`config.mk`:
```
export PLATFORM = sky130hd
export DESIGN_NAME = pic_ack_sequencer
export DESIGN_NICKNAME = d
export VERILOG_FILES = /design/src/rtl/pic_pkg.sv /design/src/rtl/pic_prio_resolver.sv /design/src/rtl/pic_ack_sequencer.sv
export SDC_FILE = /design/constraint.sdc
export NUM_CORES = 1
export LEC_CHECK = 0
export ABC_AREA = 1
export CAP_MARGIN = 5
export CORE_MARGIN = 4
export CORE_UTILIZATION = 30
export CTS_CLUSTER_SIZE = 14
export DETAILED_ROUTE_END_ITERATION = 12
export DONT_BUFFER_PORTS = 1
export PLACE_DENSITY = 0.48
export SETUP_SLACK_MARGIN = 0.05
export SYNTH_ARGS = -nofsm -noshare
export SYNTH_HDL_FRONTEND = slang
export SYNTH_SLANG_ARGS = --single-unit
```
`constraint.sdc`:
```
create_clock -name clk_i -period 1.6 [get_ports clk_i]
set_input_delay 0.32 -clock clk_i [delete_from_list [all_inputs] [get_ports clk_i]]
set_output_delay 0.32 -clock clk_i [all_outputs]
set_load 0.1 [all_outputs]
```
`src/rtl/pic_pkg.sv`:
```
// Shared types and the rotating priority search for the PIC acknowledge path.
// The rotation variant is enabled with PIC_ROTATE_EN.
package pic_pkg;

  localparam int NUM_IR = 8;

  typedef enum logic [1:0] {IDLE, ACK1, VEC} pic_state_e;

  typedef struct packed {
    logic       found;
    logic [2:0] lvl;
  } prio_t;

  // Highest priority slot is ptr+1; scanning from the lowest slot lets the last hit win.
  function automatic prio_t prio_first(input logic [NUM_IR-1:0] v, input logic [2:0] ptr);
    prio_t      r;
    logic [2:0] idx;
    r = '0;
    for (int i = NUM_IR - 1; i >= 0; i--) begin
      idx = ptr + 3'd1 + 3'(i);
      if (v[idx]) begin
        r.found = 1'b1;
        r.lvl   = idx;
      end
    end
    return r;
  endfunction

  function automatic logic [NUM_IR-1:0] lvl2oh(input logic [2:0] l);
    return NUM_IR'(1) << l;
  endfunction

endpackage

```
`src/rtl/pic_prio_resolver.sv`:
```
// Combinational priority resolver: highest-priority set bit and its rank
// relative to the rotation pointer (rank 0 = highest priority).
module pic_prio_resolver
  import pic_pkg::*;
(
  input  logic [NUM_IR-1:0] vec_i,
  input  logic [2:0]        ptr_i,
  output logic              found_o,
  output logic [2:0]        lvl_o,
  output logic [2:0]        rank_o
);

  prio_t res;

  always_comb begin
    res = prio_first(vec_i, ptr_i);
  end

  assign found_o = res.found;
  assign lvl_o   = res.lvl;
  assign rank_o  = res.lvl - ptr_i - 3'd1;

endmodule

```
`src/rtl/pic_ack_sequencer.sv`:
```
// 8259-style INTA sequencer and in-service tracker with EOI/AEOI handling.
// Define PIC_ROTATE_EN for automatic priority rotation; default is fixed IR0-highest.
module pic_ack_sequencer
  import pic_pkg::*;
(
  input  logic              clk_i,
  input  logic              reset_i,
  input  logic [NUM_IR-1:0] irr_i,
  input  logic [NUM_IR-1:0] mask_i,
  input  logic              inta_i,
  input  logic [4:0]        vec_base_i,
  input  logic              aeoi_i,
  input  logic              eoi_cmd_i,
  input  logic              eoi_specific_i,
  input  logic [2:0]        eoi_level_i,
  output logic              int_o,
  output logic [NUM_IR-1:0] isr_o,
  output logic [NUM_IR-1:0] clr_irr_o,
  output logic [7:0]        vec_out_o,
  output logic              vec_oe_o,
  output logic              ack_done_o
);

  pic_state_e        state_q;
  logic              inta_q, spur_q, int_q, vec_oe_q, ack_done_q;
  logic [2:0]        lvl_q;
  logic [NUM_IR-1:0] isr_q, isr_d, clr_irr_q;
  logic [7:0]        vec_out_q;
  logic [2:0]        ptr;

`ifdef PIC_ROTATE_EN
  logic [2:0] ptr_q, ptr_d;
  assign ptr = ptr_q;
`else
  assign ptr = 3'd7;
`endif

  logic [NUM_IR-1:0] pend;
  logic              pend_found, isr_found;
  logic [2:0]        pend_lvl, pend_rank, isr_lvl, isr_rank;

  assign pend = irr_i & ~mask_i;

  pic_prio_resolver u_pend_res (
    .vec_i(pend), .ptr_i(ptr), .found_o(pend_found), .lvl_o(pend_lvl), .rank_o(pend_rank)
  );

  pic_prio_resolver u_isr_res (
    .vec_i(isr_q), .ptr_i(ptr), .found_o(isr_found), .lvl_o(isr_lvl), .rank_o(isr_rank)
  );

  logic              rise, valid, ack_start, ack_end;
  logic [NUM_IR-1:0] set_vec, eoi_clr, aeoi_clr;

  assign rise      = inta_i & ~inta_q;
  assign valid     = pend_found & (~isr_found | (pend_rank < isr_rank));
  assign ack_start = (state_q == IDLE) & rise;
  assign ack_end   = (state_q == VEC) & ~inta_i;

  // Clears apply before the set so a bit being acknowledged this cycle survives an EOI.
  always_comb begin
    set_vec  = '0;
    eoi_clr  = '0;
    aeoi_clr = '0;
    if (ack_start && pend_found) set_vec = lvl2oh(pend_lvl);
    if (eoi_cmd_i) begin
      if (eoi_specific_i)  eoi_clr = lvl2oh(eoi_level_i);
      else if (isr_found)  eoi_clr = lvl2oh(isr_lvl);
    end
    if (ack_end && aeoi_i && !spur_q) aeoi_clr = lvl2oh(lvl_q);
    isr_d = (isr_q & ~(eoi_clr | aeoi_clr)) | set_vec;
  end

`ifdef PIC_ROTATE_EN
  always_comb begin
    ptr_d = ptr_q;
    if (ack_end && aeoi_i && !spur_q) ptr_d = lvl_q;
    if (eoi_cmd_i && !eoi_specific_i && isr_found) ptr_d = isr_lvl;
  end
`endif

  always_ff @(posedge clk_i) begin
    if (reset_i) begin
      state_q    <= IDLE;
      inta_q     <= 1'b0;
      spur_q     <= 1'b0;
      lvl_q      <= 3'd0;
      isr_q      <= '0;
      int_q      <= 1'b0;
      clr_irr_q  <= '0;
      vec_out_q  <= 8'h00;
      vec_oe_q   <= 1'b0;
      ack_done_q <= 1'b0;
`ifdef PIC_ROTATE_EN
      ptr_q      <= 3'd7;
`endif
    end else begin
      inta_q     <= inta_i;
      isr_q      <= isr_d;
      clr_irr_q  <= set_vec;
      int_q      <= 1'b0;
      ack_done_q <= 1'b0;
`ifdef PIC_ROTATE_EN
      ptr_q      <= ptr_d;
`endif
      case (state_q)
        IDLE: begin
          int_q <= valid & ~rise;
          if (rise) begin
            lvl_q   <= pend_found ? pend_lvl : 3'd7;
            spur_q  <= ~pend_found;
            state_q <= ACK1;
          end
        end
        ACK1: begin
          if (rise) begin
            state_q   <= VEC;
            vec_oe_q  <= 1'b1;
            vec_out_q <= {vec_base_i, lvl_q};
          end
        end
        VEC: begin
          vec_out_q <= {vec_base_i, lvl_q};
          if (!inta_i) begin
            state_q    <= IDLE;
            vec_oe_q   <= 1'b0;
            vec_out_q  <= 8'h00;
            ack_done_q <= 1'b1;
          end
        end
        default: state_q <= IDLE;
      endcase
    end
  end

  assign int_o      = int_q;
  assign isr_o      = isr_q;
  assign clr_irr_o  = clr_irr_q;
  assign vec_out_o  = vec_out_q;
  assign vec_oe_o   = vec_oe_q;
  assign ack_done_o = ack_done_q;

endmodule

```
==> out/qor.yml, run 1 <==
syn_to_final_growth_pct: 28.07
synth_nets: 293
fp.dieW_um: 84.71
final.setup.tns_ns: 0
routed_wl_um: 4561
synthDistinctLibCells: 29
path_cells: "nor2_4 > nand2_4 > inv_2 > nand2_4 > ha_4 > inv_1 > o21bai_1 > inv_1 > nand2_2 > a21oi_2"
vias_per_cell: 4.632
grtUsageTotal_pct: 13.08
clk_path_buf_depth: 2
cp-end-kind: "flip-flop"
gp_congestion: 0.8409
synth_top_cells_by_count: "nand2_1 (68), inv_1 (39), dfxtp_1 (34)"
synth_top_area_share_pct: 38.55
max_stage_delay_ns: 0.36
min_to: "vec_oe_o"
synth-edff-count: 0
syn-cell-area_mm2: 0.001765
num_rows: 27
r2r_start: "isr_o[3]"
wl_met3_um: 280
status: "completed"
ys.flop_type: "dfxtp_1"
io_pins: 57
ir_worst_vdd_mv: 0.4304
cts-root-buf: "clkbuf_8"
grt_max_degree: 19
cts_tree: "built"
final_cells: 370
cts_num_sinks: 34
slew_violations: 0
r2r_slack_ns: 0.19
routed.top_layer: "met4"
leakagePower_nw: 1.069
grt_pass1_wl_um: 7493
portBuffers: 0
crit_fanout: 5
first_pass_iters: 4
yosysWarningCount: 0
finalHoldViolations: 0
cp_slowest_cell: "dfxtp_4"
yosysSeqAreaShare_pct: 38.55
maxSlewHeadroom_pct: 80.44
rsz0062_at_grt: "no"
grt-ovfl-total: 0
cts_buffers: 5
r2r_cells: 10
synthTopCellsByArea: "dfxtp_1 (39%), nand2_1 (14%), inv_1 (8.3%)"
nets: 328
drc: 0
cp.arrival_ns: 1.59
power_density_mw_per_mm2: 976.3
routed-wl-met2_um: 2070
drt_iter0_drc: 99
max_freq_mhz: 707.4
n_antenna_cell: 0
crit_type: "flip-flop to flip-flop"
die_h_um: 84.71
reg2reg_to: "int_o"
nFillCells: 628
die-area_mm2: 0.007176
drtAntennaViolNets: 0
grt_pass1_vias: 1609
cp-start-kind: "flip-flop"
synth_most_common_cell: "nand2_1"
required_ns: 1.78
setup-violations-final: 0
synthArstFlopShare_pct: 0
yosysTopAreaCell: "dfxtp_1"
synth.avg_cell_area_um2: 6.738
vias: 1714
core-area_mm2: 0.005608
tightest_slew_ns: 0.2934
wl_per_cell_um: 12.33
antenna_found_initial: 0
start_util_pct: 31.48
drive_above_1_share_pct: 28.52
worstSkewPairLatency_ns: 0.29
wl_met1_um: 2126
hold_path.class: "input port to flip-flop"
synth_cells: 262
min_period_ns: 1.414
clk_pin_slew_ns: 0.07
period_share_pct: 88.35
fin_skew_ns: 0.006842
whs_path_depth: 1
htreeDepth: 2
ys_seq_elements: 34
holdCritStartpoint: "reset_i"
dp_hpwl_um: 3695
drv_cap: 0
place_inst: 358
report_power, final:
group | switching (mW) | leakage [nW] | internal [mW] | total (mW)
registers | 0.0270 | 0.283 | 0.875 | 0.902
logic | 0.387 | 0.727 | 0.137 | 0.524
clock network | 0.316 | 0.0590 | 0.465 | 0.781
total | 0.729 | 1.07 | 1.48 | 2.21
metal layers:
layer,track usage (%),vias to the layer above
met1,17.49,756
met2,19.86,47
li1,-,905
met4,5.612,0
met5,0,-
met3,3.337,6
flip-flops by register name, indices dropped and copies added (netlist names):
name	flops
int_o	1
vec_oe_o	1
clr_irr_o	8
state_q	2
inta_q	1
isr_o	8
ack_done_o	1
spur_q	1
lvl_q	3
vec_out_o	8
layout by cell type, fill, tap and decap left out, drive strengths merged:
master / count
nand2: 75
inv: 50
dfxtp: 34
buf: 32
nor2: 26
o21ai: 16
nand3: 14
a21oi: 13
nand4: 12
clkbuf: 5
nor3: 5
a211oi: 4
nor4: 3
or2: 3
a221oi: 1
o21bai: 1
a22oi: 1
nand3b: 1
ha: 1
bufinv: 1
through the flow:
stage	hold WS (ns)	utilization [%]	power, mW	area, µm²	setup slack [ns]
4_1_cts	0.08246	38.82	2.203	2177	0.1399
2_1_floorplan	0.4367	-	1.327	1795	0.06003
6_report	0.09392	40.32	2.207	2261	0.1863
3_3_place_gp	0.3917	36.84	1.408	2066	0.06063
5_1_grt	0.07794	40.32	2.319	2261	0.04730
3_5_place_dp	0.3943	36.84	1.415	2066	0.009833
layout make-up:
class                      count  area, µm²  area share, %
multi-input combinational    176      925.9          40.95
sequential                    34      710.7          31.43
timing repair buffer          32      240.2          10.63
inverter                      48      182.7          8.080
tap                           72      90.09          3.985
clock buffer                   5      68.82          3.044
clock inverter                 3      42.54          1.882
repair_timing:
action                                  4_1_cts  5_1_grt
resized for setup                             0       16
hold buffers                                  0        0
endpoints found under the setup margin        0        4
hold endpoints to repair                      0        0
buffers inserted                              0        4
cell families after synthesis:
kind of cell             after synthesis  synth area share, %
AO/OA/AOI/OAI                         36                11.48
AND/OR/NAND/NOR                      139                37.35
flip-flops                            34                38.55
buffers and inverters                 52                11.91
adder cells (fa/ha/maj)                1               0.7086
critical path: cells and delay by family (launching register included):
kind | cells | cell delay [ns]
flops | 1 | 0.36
compound gates | 2 | 0.16
buf+inv | 3 | 0.16
fa+ha+maj | 1 | 0.27
simple gates | 4 | 0.35
worst max path at each step:
stage	startpoint	endpoint
after CTS	isr_o[3]	int_o
after floorplan	isr_o[7]	int_o
after global placement	mask_i[5]	int_o
after detailed placement	mask_i[5]	int_o
after global routing	isr_o[7]	int_o
final	isr_o[3]	int_o
Note: power is estimated with default switching activity, not from simulation.
==> inputs of run 2 (changes only) <==
- REMOVE_ABC_BUFFERS: not set -> 1
==> run 2 against run 1 <==
  * Design area fell by 5.1%
  * Final cell count fell by 0.81%
  * Die area did not move
  * Routed wire length fell by 1.7%
  * Power fell by 7.1%
==> out/qor.yml, run 2 (synthesized netlist as in run 1, its figures left out) <==
routed_wl_um: 4484  # -1.7%
drt_iter0_drc: 76  # -23%
pwr-share-comb_pct: 24.0  # +0.3 points
switching_power_mw: 0.6999  # -4.0%
die_h_um: 84.71  # unchanged
required_ns: 1.77  # about the same
cts_tree: "built"
num_rows: 27  # unchanged
maxSlewHeadroom_pct: 80.41  # about the same
vias: 1703  # -0.64%
leakagePower_nw: 1.027  # -3.9%
clk_path_buf_depth: 2  # unchanged
first_pass_iters: 4  # unchanged
drc: 0  # unchanged
grt_pass1_vias: 1550  # -3.7%
crit_type: "flip-flop to flip-flop"
power_frac_clock_pct: 31.6  # -3.8 points
cp-end-kind: "flip-flop"
max_freq_mhz: 700.8  # -0.93%
grtUsageTotal_pct: 13.03  # -0.055 points
period_share_pct: 89.19  # +0.83 points
drv_cap: 0  # unchanged
final_area_mm2: 0.002145  # -5.1%
grt_pass1_wl_um: 7452  # -0.55%
die-area_mm2: 0.007176  # unchanged
cpLargestDelayFamily: "flip-flops"
cts_buffers: 5  # unchanged
drtAntennaViolNets: 0  # unchanged
slew_violations: 0  # unchanged
hold_path.class: "input port to flip-flop"
final_cell_mix: "nand2_1 (68), inv_1 (37), dfxtp_1 (30)"
gp_congestion: 0.8177  # -2.8%
cts-root-buf: "clkbuf_8"
rsz0062_at_grt: "yes"
fin_skew_ns: 0.006991  # +0.0001493 ns
antenna_found_initial: 0  # unchanged
finalHoldViolations: 0  # unchanged
power_density_mw_per_mm2: 956.6  # -2.0%
n_antenna_cell: 0  # unchanged
switching_share_pct: 34.12  # +1.1 points
grt_max_degree: 19  # unchanged
internal_power_mw: 1.352  # -8.5%
core-area_mm2: 0.005608  # unchanged
vias_per_cell: 4.640  # +0.17%
start_util_pct: 31.48  # unchanged
path_cells: "inv_2 > nand2_1 > inv_2 > nand2_2 > inv_2 > nand2_2 > ha_1 > inv_1 > o21bai_1 > inv_1 > nand2_1 > a21oi_2"
max_stage_delay_ns: 0.32  # -0.04 ns
syn_to_final_growth_pct: 21.47
nets: 325  # -0.91%
cp-start-kind: "flip-flop"
setup-violations-final: 0  # unchanged
dp_hpwl_um: 3584  # -3.0%
grt-ovfl-total: 0  # unchanged
clk_pin_slew_ns: 0.07  # about the same
drive_above_1_share_pct: 23.05  # -5.5 points
cts-hold-fix-buffers: 0  # unchanged
fp.dieW_um: 84.71  # unchanged
min_period_ns: 1.427  # +0.01333 ns
cts_num_sinks: 34  # unchanged
ir_worst_vdd_mv: 0.3278  # -24%
wl_per_cell_um: 12.22  # -0.88%
status: "completed"
cpMostUsedCell: "inv_2"
cp.arrival_ns: 1.60  # about the same
cp_num_buf_inv: 5  # +2
holdWs_ns: 0.09787  # +0.003955 ns
io_pins: 57  # unchanged
seqPwrFrac_pct: 44.4  # +3.5 points
final_common_cell: "nand2_1"
worstSkewPairLatency_ns: 0.29  # about the same
crit_fanout: 5  # unchanged
total_power_mw: 2.052  # -7.1%
portBuffers: 0  # unchanged
htreeDepth: 2  # unchanged
cp_slowest_cell: "dfxtp_1"
place_area_mm2: 0.002036  # -1.5%
tightest_slew_ns: 0.2939  # +0.0005074 ns
final.setup.tns_ns: 0  # unchanged
fin_util_pct: 38.24  # -2.1 points
[run 2: changes by cell type in the layout (fill, tap and decap cells not counted), moves of 2 or more]
cell and delta:
dfxtp_1 +4, o21ai_1 +2, inv_4 -3, nand2_4 -2
inv_1 +2, nand2_1 +3, o21ai_2 -2, dfxtp_2 +4
buf_4 -3, dfxtp_4 -8
[run 2: cell type report]
cell class / instances / area (µm²)
fill: 666 / 3463
timing repair buffer: 29 / 217.7
multi-input combinational: 176 / 879.6
sequential: 34 / 685.7
clock buffer: 7 / 86.33
tap: 72 / 90.09
clock inverter: 1 / 5.005
inverter: 48 / 180.2
[run 2: final timing paths]
check / start / endpoint / slack [ns] / cells after the start
setup / recovery: isr_o[0] / int_o / 0.17 / 12
hold / removal: reset_i / vec_out_o[5] / 0.1 / 1
setup reg to reg: isr_o[0] / int_o / 0.17 / 12
hold reg to reg: vec_out_o[5] / vec_out_o[5] / 0.46 / 2
[run 2: per-stage QoR]
step	worst slack, ns	cells
2_1_floorplan	-0.4590	258
3_3_place_gp	0.05669	358
3_5_place_dp	0.01056	358
4_1_cts	0.1299	366
5_1_grt	0.02987	367
6_report	0.1730	367
[run 2: worst register-to-register path: stages (launching register included)]
cell and delay (ns):
dfxtp_1 0.32, inv_2 0.07, nand2_1 0.06, inv_2 0.06, nand2_2 0.06, inv_2 0.05, nand2_2 0.08, ha_1 0.29
inv_1 0.05, o21bai_1 0.11, inv_1 0.05, nand2_1 0.07, a21oi_2 0.04
[run 2: layer usage]
| metal | global-route usage, % | up-vias | share of wire [%] |
|---|---|---|---|
| li1 | - | 900 | - |
| met1 | 18.40 | 753 | 49 |
| met2 | 18.86 | 44 | 44 |
| met3 | 2.944 | 6 | 5.4 |
| met4 | 5.612 | 0 | 1.8 |
| met5 | 0 | - | 0 |
[run 2: timing repair]
item | 4_1_cts | 5_1_grt
resized for setup | 0 | 7
endpoints found under the hold margin | 0 | 0
endpoints found under the setup margin | 0 | 4
buffers inserted | 0 | 1
[run 2: power groups by stage]
stage	combinational (mW)	sequential, mW	clock (mW)
final	0.492	0.911	0.649
after floorplan	0.220	1.10	0
after detailed placement	0.494	0.929	0
after global routing	0.540	0.917	0.700
after global placement	0.491	0.928	0
after CTS	0.495	0.910	0.668
